===== src/rtl/pipeline_debug_pkg.sv =====
// rtl/pipeline_debug_pkg.sv - shared encodings for the pipeline debug controller
package pipeline_debug_pkg;

    typedef enum logic [2:0] {
        ST_HALT     = 3'd0,
        ST_RUN      = 3'd1,
        ST_STEP     = 3'd2,
        ST_DUMP_REQ = 3'd3,
        ST_DUMP_TX  = 3'd4
    } dbg_state_t;

    localparam logic [1:0] OP_RUN  = 2'b00;
    localparam logic [1:0] OP_STEP = 2'b01;
    localparam logic [1:0] OP_HALT = 2'b10;
    localparam logic [1:0] OP_DUMP = 2'b11;

    localparam logic [1:0] CAUSE_CMD        = 2'b00;
    localparam logic [1:0] CAUSE_BP         = 2'b01;
    localparam logic [1:0] CAUSE_HALT_INSTR = 2'b10;
    localparam logic [1:0] CAUSE_STEP       = 2'b11;

    localparam int DUMP_WORDS = 34;
    localparam int IDX_W      = 6;

    // Priority when several stop sources fire together: halt_instr, then breakpoint, then command.
    function automatic logic [1:0] stop_cause_of(input logic halt_instr, input logic bp_hit);
        if (halt_instr)
            return CAUSE_HALT_INSTR;
        else if (bp_hit)
            return CAUSE_BP;
        else
            return CAUSE_CMD;
    endfunction

endpackage


===== src/rtl/debug_dump_seq.sv =====
// rtl/debug_dump_seq.sv - dump word index, word source mux and tx handshake
module debug_dump_seq
    import pipeline_debug_pkg::*;
(
    input  logic        clk,
    input  logic        reset,
    input  logic        req_phase,
    input  logic        tx_phase,
    input  logic [31:0] debug_data,
    input  logic [31:0] pc_if,
    input  logic [31:0] cycle_count,
    input  logic        tx_ready,
    output logic [31:0] debug_address,
    output logic [31:0] tx_data,
    output logic        tx_valid,
    output logic        word_accept,
    output logic        last_word
);

    logic [IDX_W-1:0] index;
    logic [31:0]      word_src;

    // Words 0..31 are register reads; the last two carry the PC and the cycle counter.
    always_comb begin
        word_src = debug_data;
        if (index == IDX_W'(DUMP_WORDS - 2))
            word_src = pc_if;
        else if (index == IDX_W'(DUMP_WORDS - 1))
            word_src = cycle_count;
    end

    assign debug_address = {{(32 - IDX_W){1'b0}}, index};
    assign word_accept   = tx_phase && tx_ready;
    assign last_word     = (index == IDX_W'(DUMP_WORDS - 1));

    always_ff @(posedge clk) begin
        if (reset) begin
            index    <= '0;
            tx_data  <= '0;
            tx_valid <= 1'b0;
        end else if (req_phase) begin
            tx_data  <= word_src;
            tx_valid <= 1'b1;
        end else if (word_accept) begin
            tx_valid <= 1'b0;
            index    <= last_word ? '0 : index + IDX_W'(1);
        end
    end

endmodule


===== src/rtl/pipeline_debug_ctrl.sv =====
// rtl/pipeline_debug_ctrl.sv - run/step/halt/dump debug controller for a pipelined core
module pipeline_debug_ctrl
    import pipeline_debug_pkg::*;
(
    input  logic        clk,
    input  logic        reset,
    input  logic        cmd_valid,
    input  logic [1:0]  cmd_op,
    output logic        cmd_ready,
    input  logic        bp_enable,
    input  logic [31:0] bp_addr,
    input  logic [31:0] pc_if,
    input  logic        halt_instr,
    output logic        pipe_enable,
    output logic        debugMode,
    output logic [31:0] DebugAddress,
    input  logic [31:0] debug_data,
    output logic [31:0] tx_data,
    output logic        tx_valid,
    input  logic        tx_ready,
    output logic        halted,
    output logic [1:0]  stop_cause,
    output logic [31:0] cycle_count
);

    dbg_state_t state;
    logic       bp_skip;
    logic       bp_hit;
    logic       stop;
    logic       cmd_fire;
    logic       word_accept;
    logic       last_word;

    assign cmd_ready   = (state == ST_HALT) || (state == ST_RUN);
    assign cmd_fire    = cmd_valid && cmd_ready;
    // bp_skip masks the breakpoint for one cycle so a resume at the breakpoint PC makes progress.
    assign bp_hit      = bp_enable && (pc_if == bp_addr) && !bp_skip;
    assign stop        = halt_instr || bp_hit || (cmd_valid && cmd_op == OP_HALT);
    assign pipe_enable = ((state == ST_RUN) && !stop) || (state == ST_STEP);
    assign halted      = (state == ST_HALT);
    assign debugMode   = (state == ST_HALT) || (state == ST_DUMP_REQ) || (state == ST_DUMP_TX);

    always_ff @(posedge clk) begin
        if (reset) begin
            state       <= ST_HALT;
            stop_cause  <= CAUSE_CMD;
            cycle_count <= '0;
            bp_skip     <= 1'b0;
        end else begin
            bp_skip <= 1'b0;
            if (pipe_enable && cycle_count != 32'hFFFF_FFFF)
                cycle_count <= cycle_count + 32'd1;
            case (state)
                ST_HALT: begin
                    if (cmd_fire) begin
                        case (cmd_op)
                            OP_RUN: begin
                                state   <= ST_RUN;
                                bp_skip <= 1'b1;
                            end
                            OP_STEP: state <= ST_STEP;
                            OP_DUMP: state <= ST_DUMP_REQ;
                            default: ;
                        endcase
                    end
                end
                ST_RUN: begin
                    if (stop) begin
                        state      <= ST_HALT;
                        stop_cause <= stop_cause_of(halt_instr, bp_hit);
                    end
                end
                ST_STEP: begin
                    state      <= ST_HALT;
                    stop_cause <= CAUSE_STEP;
                end
                ST_DUMP_REQ: state <= ST_DUMP_TX;
                ST_DUMP_TX: begin
                    if (word_accept)
                        state <= last_word ? ST_HALT : ST_DUMP_REQ;
                end
                default: state <= ST_HALT;
            endcase
        end
    end

    debug_dump_seq u_dump (
        .clk           (clk),
        .reset         (reset),
        .req_phase     (state == ST_DUMP_REQ),
        .tx_phase      (state == ST_DUMP_TX),
        .debug_data    (debug_data),
        .pc_if         (pc_if),
        .cycle_count   (cycle_count),
        .tx_ready      (tx_ready),
        .debug_address (DebugAddress),
        .tx_data       (tx_data),
        .tx_valid      (tx_valid),
        .word_accept   (word_accept),
        .last_word     (last_word)
    );

endmodule


===== config.mk =====
export PLATFORM = sky130hd
export DESIGN_NAME = pipeline_debug_ctrl
export DESIGN_NICKNAME = d
export VERILOG_FILES = /design/src/rtl/pipeline_debug_pkg.sv /design/src/rtl/debug_dump_seq.sv /design/src/rtl/pipeline_debug_ctrl.sv
export SDC_FILE = /design/constraint.sdc
export NUM_CORES = 1
export LEC_CHECK = 0
export ABC_AREA = 1
export BUFFER_PORTS_ARGS = -buffer_cell sky130_fd_sc_hd__buf_2
export CAP_MARGIN = 10
export CORE_UTILIZATION = 47
export CTS_CLUSTER_DIAMETER = 60
export CTS_CLUSTER_SIZE = 16
export DETAILED_ROUTE_END_ITERATION = 8
export PLACE_DENSITY = 0.77
export SKIP_LAST_GASP = 1
export SLEW_MARGIN = 10
export SYNTH_ARGS = -nofsm -noshare
export SYNTH_HDL_FRONTEND = slang
export SYNTH_HIERARCHICAL = 1
export SYNTH_SLANG_ARGS = --single-unit

===== constraint.sdc =====
create_clock -name clk -period 1.95 [get_ports clk]
set_input_delay 0.0975 -clock clk [delete_from_list [all_inputs] [get_ports clk]]
set_output_delay 0.0975 -clock clk [all_outputs]
set_load 0.1 [all_outputs]

==> results.py <==
metrics = {
    "outcome": {
        "run_status": "complete, but fails checks",
        "violations": "setup timing",
    },
    "cells_and_area": {
        "final_cell_count_no_fill": 1432,
        "antenna_diode_count": 0,
        "multi_input_comb_area_um2": 3530,
        "final-seq-area_um2": 1610,
        "layout-drive-gt1-share_pct": 25.6,
        "design.final.nets": 1363,
        "num-fill-cells": 1293,
        "layout-area-overhead-vs-synth_pct": 25.8,
    },
    "route": {
        "route.antenna.remaining_nets": 0,
        "via_count": 7168,
        "via_per_inst": 5.01,
        "routedWlPerCell_um": 13.6,
        "first_pass_iters": 5,
        "drt_iter0_markers": 495,
        "detail_route.drc_violations": 0,
        "drt_wl_total_um": 19500,
    },
    "worst_hold_path": {
        "hold_path_end": "bp_skip",
        "min-delay-start": "cmd_valid",
        "min_path_cells": 3,
        "timing.hold.worst.class": "in2reg",
    },
    "placement": {
        "detailed_placer_s_ending_hpwl_um": 14200,
        "globalplace.congestion": 0.880,
        "place.detailed.instances": 1407,
        "place.port_buffers": 180,
    },
    "critical_path": {
        "setup.worst_path.start_class": "flop",
        "timing.critical_path.arrival_ns": 1.85,
        "internal_reg_to_reg_setup_slack_ns": 0.03,
        "rr_startpoint": "cycle_count[1]",
        "critical_path.reg2reg.endpoint": "cycle_count[6]",
        "crit_path_max_fanout": 17,
        "cp-end-kind": "output pin",
        "critPathKind": "reg2out",
        "cp.required_ns": 1.85,
        "reg2reg_depth": 14,
    },
    "power_and_ir_drop": {
        "p_leak_nw": 4.48,
        "power_density_nw_per_um2": 632,
        "vdd_ir_drop_max_v": 0.000352,
    },
    "global_route": {
        "grt_start_max_net_pins": 66,
        "global_route.usage.total_pct": 27.8,
        "grt_first_pass_wirelength_um": 29300,
        "grt_pass1_vias": 6191,
        "grt-ovfl-total": 0,
        "number_of_antenna_violations_at_the_first_check_in_global_routing": 0,
    },
    "timing": {
        "worst-slew-pin-transition_ns": 0.513,
        "rsz_0062_raised_after_global_routing": "yes",
        "period_needed_ns": 1.95,
        "hold_viol_final": 0,
        "achievable-frequency_mhz": 512,
        "worst_slack_ns": -0.00159,
        "fin_worst_skew_ns": 0.00773,
        "setup-violations-final": 1,
        "finalHoldWorstSlack_ns": 0.0212,
        "timing_max_transition_violations_final": 0,
        "timing.slew.headroom_pct": 66.1,
        "post-route-period-util_pct": 100,
    },
    "synth": {
        "syn-instance-count": 1081,
        "syn-mean-instance-area_um2": 5.72,
        "yosys_register_bits": 77,
        "synth_sequential_area_ratio_pct": 24.9,
        "post_synth_num_cell_types": 36,
        "post_synthesis_cell_area_um2": 6190,
        "warning_count_from_the_yosys_run": 6,
    },
    "clocking": {
        "worstSkewPairLatency_ns": 0.35,
        "cts_made_buffers": 9,
        "clock_tree_from_tritoncts": "done",
        "root_buffer": "sky130_fd_sc_hd__clkbuf_16",
        "htree_levels": 3,
        "clock-sinks": 77,
        "clkTransAtPathRegs_ns": 0.06,
        "cts_max_path_bufs": 2,
    },
    "floorplan": {
        "placementRows": 41,
        "die-area_um2": 13600,
        "dieHeight_um": 117,
        "floorplan.initialDensity_pct": 48.6,
        "core-area_um2": 12700,
        "num_io_pins": 207,
        "die_x_um": 117,
    },
    "run": {
        "cap_violations": 0,
    },
}
-- synthesized netlist by cell type, drive strengths merged --
cell type	n	share of area, %
clkbuf	13	0.79
buf	65	7.2
o2111ai	1	0.14
a21oi	72	5.8
nor2	106	7.0
a21boi	1	0.12
and2	2	0.20
dfxtp	77	25
nor3b	1	0.12
conb	1	0.061
xnor2	5	0.71
nand3	95	8.2
o31ai	1	0.12
nor4	1	0.10
a21o	1	0.12
and3	1	0.10
nand2	281	17
nand4	77	8.0
o21ai	34	2.7
ha	4	0.81
or2	2	0.20
o22ai	1	0.10
nor3	7	0.57
inv	226	14
xor2	5	0.71
nand3b	1	0.12
-- power by group --
group	switching, W	internal, W
Combinational	0.00116	0.000376
Sequential	0.0000595	0.00163
Clock	0.000709	0.000990
-- worst max path at each step --
| stage | slack, ns | end | cells after the start | startpoint |
|---|---|---|---|---|
| 4_1_cts | -0.05 | pipe_enable | 10 | bp_skip |
| 3_3_place_gp | -0.02 | cycle_count[23] | 11 | cycle_count[2] |
| 2_1_floorplan | -0.16 | cycle_count[29] | 13 | cycle_count[0] |
| 6_report | -0.002 | pipe_enable | 10 | bp_skip |
| 5_1_grt | -0.14 | cycle_count[6] | 14 | cycle_count[1] |
| 3_5_place_dp | -0.05 | cycle_count[23] | 11 | cycle_count[2] |
-- registers in the layout (all words and copies together), names as in the netlist --
signal and cells:
u_dump/tx_valid 1, u_dump/tx_data 32, cycle_count 32, stop_cause 2, u_dump/index 6, state 3
bp_skip 1
-- cells by family (layout without fill, tap and decap cells) --
family	count (synthesis)	after routing	synth area share (%)
xor gates and xnor gates	10	10	1.42
other	1	26	0.0606
AOI/OAI and AO/OA	111	111	9.18
and+or+nand+nor	574	574	42.0
adders and majority gates	4	4	0.809
buffers and inverters	304	458	21.7
DFF	77	77	24.9
-- placed cells by master (no fill, tap or decap), types with 3 or more instances in the layout --
master,netlist,layout
sky130_fd_sc_hd__nand2_1,273,268
sky130_fd_sc_hd__inv_1,217,215
sky130_fd_sc_hd__buf_2,21,178
sky130_fd_sc_hd__nor2_1,101,97
sky130_fd_sc_hd__nand3_1,90,86
sky130_fd_sc_hd__nand4_1,76,76
sky130_fd_sc_hd__a21oi_1,72,65
sky130_fd_sc_hd__dfxtp_1,77,41
sky130_fd_sc_hd__o21ai_0,34,34
sky130_fd_sc_hd__dfxtp_2,0,28
sky130_fd_sc_hd__buf_4,34,27
sky130_fd_sc_hd__conb_1,1,26
sky130_fd_sc_hd__nand2_2,8,12
sky130_fd_sc_hd__inv_2,9,11
sky130_fd_sc_hd__clkbuf_16,0,11
sky130_fd_sc_hd__dfxtp_4,0,8
sky130_fd_sc_hd__nand3_2,4,7
sky130_fd_sc_hd__a21oi_2,0,7
sky130_fd_sc_hd__nor2_4,4,6
sky130_fd_sc_hd__buf_12,0,6
sky130_fd_sc_hd__xor2_1,5,5
sky130_fd_sc_hd__xnor2_1,5,5
sky130_fd_sc_hd__nor3_1,7,5
sky130_fd_sc_hd__nor2_2,1,3
sky130_fd_sc_hd__ha_1,4,3
-- critical path, stage by stage, from the launching register on --
cell and delay (ns):
sky130_fd_sc_hd__dfxtp_1 0.30, sky130_fd_sc_hd__inv_1 0.06, sky130_fd_sc_hd__nand3_1 0.07, sky130_fd_sc_hd__nor2_1 0.13, sky130_fd_sc_hd__nand2_1 0.07, sky130_fd_sc_hd__nor2_1 0.13, sky130_fd_sc_hd__nand3_2 0.15, sky130_fd_sc_hd__nand3_4 0.12
sky130_fd_sc_hd__nand2_4 0.11, sky130_fd_sc_hd__buf_12 0.19, sky130_fd_sc_hd__buf_12 0.17
-- routing by layer --
metal | vias up | GRT usage [%] | wire length [µm]
li1 | 3672 | - | -
met3 | 28 | 3.74 | 1470
met1 | 3188 | 36.2 | 8460
met2 | 280 | 46.4 | 9190
met5 | - | 0 | 0
met4 | 0 | 11.0 | 384
-- timing repair --
| item | CTS | global route |
|---|---|---|
| buffers inserted | 1 | 5 |
| endpoints found under the hold margin | 1 | 0 |
| pin swaps | 0 | 7 |
| endpoints found under the setup margin | 15 | 27 |
| resized for setup | 3 | 17 |
| hold buffers | 1 | 0 |
| cloned | 0 | 2 |
-- stage by stage --
stage / area (µm²) / util [%] / setup WS [ns] / setup TNS (ns) / power, W
global placement: 7310 / 57.4 / -0.0178 / -0.0178 / 0.00316
CTS: 7630 / 60.0 / -0.0529 / -0.0529 / 0.00485
floorplan: 6400 / - / -0.160 / -3.34 / 0.00286
detailed placement: 7310 / 57.4 / -0.0513 / -0.139 / 0.00317
global route: 7780 / 61.2 / -0.136 / -1.06 / 0.00512
finish: 7780 / 61.2 / -0.00159 / -0.00159 / 0.00492
-- cell type report --
cell class / instances / share of cell area, %
clock buffer: 10 / 2.94
clock inverter: 6 / 0.804
multi-input combinational: 725 / 45.3
sequential: 77 / 20.6
inverter: 226 / 10.9
timing repair buffer: 216 / 16.7
tap: 172 / 2.76
(Power assumes the default switching activity.)
